==> src/rtl/riscv_pipe_skid_stage.sv <==
// riscv_pipe_skid_stage: pipeline register stage between two RISC-V pipe stages.
// SKID=1 gives a 2-entry skid buffer whose in_ready comes straight from a flop;
// SKID=0 gives a single register with a combinational in_ready.
// flush squashes every held entry; CLEAR_DATA zeroes emptied payloads so a
// bubble never carries a stale write enable.
module riscv_pipe_skid_stage #(
    parameter int WIDTH      = 72,
    parameter int SKID       = 1,
    parameter int CLEAR_DATA = 1
) (
    input  logic             clk,
    input  logic             rst,
    input  logic             flush,
    input  logic             in_valid,
    output logic             in_ready,
    input  logic [WIDTH-1:0] in_data,
    output logic             out_valid,
    input  logic             out_ready,
    output logic [WIDTH-1:0] out_data,
    output logic [1:0]       occupancy
);

    logic             r_main_valid;
    logic [WIDTH-1:0] r_main_data;
    logic             r_skid_valid;
    logic [WIDTH-1:0] r_skid_data;
    logic [1:0]       r_occ;

    logic             w_accept;
    logic             w_consume;
    logic             w_main_valid_nxt;
    logic [WIDTH-1:0] w_main_data_nxt;
    logic             w_skid_valid_nxt;
    logic [WIDTH-1:0] w_skid_data_nxt;

    // in_ready: registered in skid mode, pass-through of downstream ready otherwise
    generate
        if (SKID != 0) begin : g_ready_skid
            assign in_ready = !r_skid_valid;
        end else begin : g_ready_pass
            assign in_ready = !r_main_valid || out_ready;
        end
    endgenerate

    assign w_accept  = in_valid && in_ready;
    assign w_consume = r_main_valid && out_ready;

    assign out_valid = r_main_valid;
    assign out_data  = r_main_data;
    assign occupancy = r_occ;

    // Next-state selection for main and skid entries; flush overrides everything
    always_comb begin
        w_main_valid_nxt = r_main_valid;
        w_main_data_nxt  = r_main_data;
        w_skid_valid_nxt = r_skid_valid;
        w_skid_data_nxt  = r_skid_data;
        if (flush) begin
            w_main_valid_nxt = 1'b0;
            w_skid_valid_nxt = 1'b0;
            if (CLEAR_DATA != 0) begin
                w_main_data_nxt = '0;
                w_skid_data_nxt = '0;
            end
        end else if (SKID != 0) begin
            if (r_skid_valid && w_consume) begin
                // in_ready is low here, so no accept can coincide with the refill
                w_main_data_nxt  = r_skid_data;
                w_skid_valid_nxt = 1'b0;
                if (CLEAR_DATA != 0) begin
                    w_skid_data_nxt = '0;
                end
            end else if (w_accept && (!r_main_valid || w_consume)) begin
                w_main_valid_nxt = 1'b1;
                w_main_data_nxt  = in_data;
            end else if (w_accept) begin
                w_skid_valid_nxt = 1'b1;
                w_skid_data_nxt  = in_data;
            end else if (w_consume) begin
                w_main_valid_nxt = 1'b0;
                if (CLEAR_DATA != 0) begin
                    w_main_data_nxt = '0;
                end
            end
        end else begin
            if (w_accept) begin
                w_main_valid_nxt = 1'b1;
                w_main_data_nxt  = in_data;
            end else if (w_consume) begin
                w_main_valid_nxt = 1'b0;
                if (CLEAR_DATA != 0) begin
                    w_main_data_nxt = '0;
                end
            end
        end
    end

    // State registers with asynchronous active-high reset
    always_ff @(posedge clk or posedge rst) begin
        if (rst) begin
            r_main_valid <= 1'b0;
            r_main_data  <= '0;
            r_skid_valid <= 1'b0;
            r_skid_data  <= '0;
            r_occ        <= '0;
        end else begin
            r_main_valid <= w_main_valid_nxt;
            r_main_data  <= w_main_data_nxt;
            r_skid_valid <= w_skid_valid_nxt;
            r_skid_data  <= w_skid_data_nxt;
            r_occ        <= {1'b0, w_main_valid_nxt} + {1'b0, w_skid_valid_nxt};
        end
    end

endmodule

==> config.mk <==
export PLATFORM = sky130hd
export DESIGN_NAME = riscv_pipe_skid_stage
export DESIGN_NICKNAME = d
export VERILOG_FILES = /design/src/rtl/riscv_pipe_skid_stage.sv
export SDC_FILE = /design/constraint.sdc
export NUM_CORES = 1
export LEC_CHECK = 0
export CAP_MARGIN = 20
export CORE_UTILIZATION = 57
export DETAILED_ROUTE_END_ITERATION = 16
export HOLD_SLACK_MARGIN = 0.08
export PLACE_DENSITY = 0.88
export SETUP_SLACK_MARGIN = 0.4
export SYNTH_ARGS = -nofsm -noshare
export SYNTH_HDL_FRONTEND = slang
export SYNTH_SLANG_ARGS = --single-unit
==> constraint.sdc <==
create_clock -name clk -period 7.2 [get_ports clk]
set_input_delay 1.44 -clock clk [delete_from_list [all_inputs] [get_ports clk]]
set_output_delay 1.44 -clock clk [all_outputs]
set_load 0.02 [all_outputs]
==> metrics.txt <==
global-route wire length before repair 33700 microns; # DRC 0; placed instance count slightly above 900; global routing usage on met1 0.428; core area ~13000 sq um; slowest CP cell buf_4; placement-stage cell area between 9000 and 10000 sq um; top post-synthesis cells by area dfrtp_1 47%, nand4bb_1 9.3%, a32o_1 9.1%; DR WL/cell 21.8 microns; EDFF count, synth 0; IO buf count 152; IO Count between 150 and 200; critical path endpoint category flip-flop; Hold Path Class flip-flop to flip-flop; 1st-iter DRT viols between 900 and 1k; CTS Sinks 148; Worst-path clk slew ~0.060 ns; total power ~2100 uW; CP top delay family buffers and inverters; Worst Path Max Fanout 98; Critical Path RT ~7.5 ns; design area ~10000 sq um; final period utilization 0.527; Seq/Total Area, Yosys 0.468; GR met3 Demand/Resource 0.0518; Slew Viols, Final 0; n_diodes 0; Leakage about 0.0040 uW; busiest layer in global routing met2; overall routing resource usage 0.297; Mapped Nets around 780; Overflow after GRT 0; height of the die 120 microns; clk_skew around 0.0055 ns; CTS Root Cell clkbuf_16; Fillers a little over 900; final worst path period need between 3 and 4 ns; WL final roughly 21000 microns; M2 GR Usage 0.448; count leader, synth dfrtp_1; P per Cell Area around 220 nW/um^2; vias in the first global route around 6.5k; Num CTS Buffers 17; clock tree buffer depth 2; largest net degree at the start of global routing approximately 150; iteration count of the initial detailed-routing pass 6; ANT nets after route 0; H-tree levels 4; Cell Count, Final, Fillers Out between 900 and 1k; max capacitance violation total 0; CTS tree built; final hold vios 0; top cell type's share of synthesized area 0.468; initial core utilization 0.590; Nets 855; via count between 7k and 8k; Fmax about 0.26 GHz; Cell variety after synth 25; cts hold-fix bufs 0; CP Data Arrival Time slightly above 4 ns; initial antenna violation count 0; setup bufs post-CTS 0; Routability Congestion around 0.80; final setup vio count 0; Mapped Cells a little over 700; yosys warns 0; worst path cell trace buf_4 -> buf_4 -> a21oi_1 -> o21a_2 -> buf_4 -> a22o_1; most used cell along the critical path buf_4; area of the multi-input gates about 3700 sq um; Synth async-reset ratio 1.00; Worst slew margin 0.244; crit-path max cell delay roughly 0.85 ns; startpoint types input pin; vias per std cell around 7.3; Cell Rows between 40 and 50; synth cell count leaders 148 x dfrtp_1, 72 x a22o_1, 72 x a32o_1, 72 x nand4_1; critical path type input pin to flip-flop; mean area per synthesized cell between 10 and 15 sq um; synthesis-to-layout area growth 23.9%; mapped cell area slightly below 8000 sq um; run status finished, final reports clean; Yosys reg bits 148; register area about 3700 sq um; die width between 100 and 150 microns; Main synth FF type dfrtp_1; setup TNS 0 ns; Synth area leader dfrtp_1; layout cells sized above 1 0.0583; Post-DP HPWL approximately 12000 microns; worst-margin pin slew about 1.1 ns; PostCTS Resize Cnt 0; die footprint between 10000 and 15000 sq um; Max rail drop VDD 0.000175 V; unrepaired setup endpoints after global routing false; WP buf/inv 3; Hold Slack slightly above 0.5 ns; worst skew pair latency ~0.42 ns
[state kept, by name, indices dropped and copies added, names as in the netlist]
register,cells
r_skid_valid,1
out_data,72
occupancy,2
r_skid_data,72
out_valid,1
[cell type report]
cell class,count,share of cell area
clock buffers,27,0.0534
clock inverters,4,0.00204
inverters,5,0.00268
multi-input cells,443,0.376
flip-flops and latches,148,0.379
well taps,176,0.0225
repair buffers,162,0.164
[final timing paths]
check / start / end / slack, ns / depth (start not counted)
max: out_ready / out_data[60] / 3.41 / 6
min reg2reg: out_data[56] / out_data[56] / 0.50 / 1
max in group asynchronous: rst / out_valid / 4.64 / 4
min in group asynchronous: rst / out_data[5] / 1.47 / 2
max reg2reg: out_valid / r_skid_data[43] / 4.26 / 4
min: out_data[56] / out_data[56] / 0.50 / 1
[cell usage in the layout (no fill, tap or decap), types with 2 or more instances in the layout]
| master | n |
|---|---|
| a21oi_1 | 3 |
| a22o_1 | 72 |
| a32o_1 | 72 |
| buf_4 | 11 |
| clkbuf_1 | 4 |
| clkbuf_16 | 17 |
| clkbuf_8 | 6 |
| clkdlybuf4s50_1 | 150 |
| clkinv_2 | 4 |
| dfrtp_1 | 146 |
| dfrtp_4 | 2 |
| inv_1 | 3 |
| nand3_1 | 71 |
| nand4_1 | 72 |
| nand4b_1 | 71 |
| nand4bb_1 | 65 |
| nor2b_1 | 2 |
| or4bb_1 | 6 |
[per-layer routing]
metal,vias to the layer above,share of wire
met1,3549,0.42
met3,36,0.077
met2,379,0.48
met5,-,0
met4,0,0.023
li1,3053,-
[logic make-up after synthesis]
kind of cell,count (synthesis),synth area share
DFF,148,0.468
AOI/OAI and AO/OA,151,0.176
buffers and inverters,115,0.0672
and+or+nand+nor,291,0.287
adders and majority gates,1,0.00158
[report_power, final]
| part | leakage [uW] | internal [uW] | switching, uW |
|---|---|---|---|
| registers | 0.00200 | 880 | 42.7 |
| clock network | 0.000273 | 492 | 326 |
| logic | 0.00175 | 186 | 217 |
| total | 0.00402 | 1560 | 586 |
[through the flow]
stage	utilization	setup slack, ns
final	0.731	3.41
after global routing	0.731	3.31
after CTS	0.729	3.47
after detailed placement	0.689	3.04
after global placement	0.689	3.19
after floorplan	-	1.78
No activity file was read; power rests on OpenSTA's default activity.
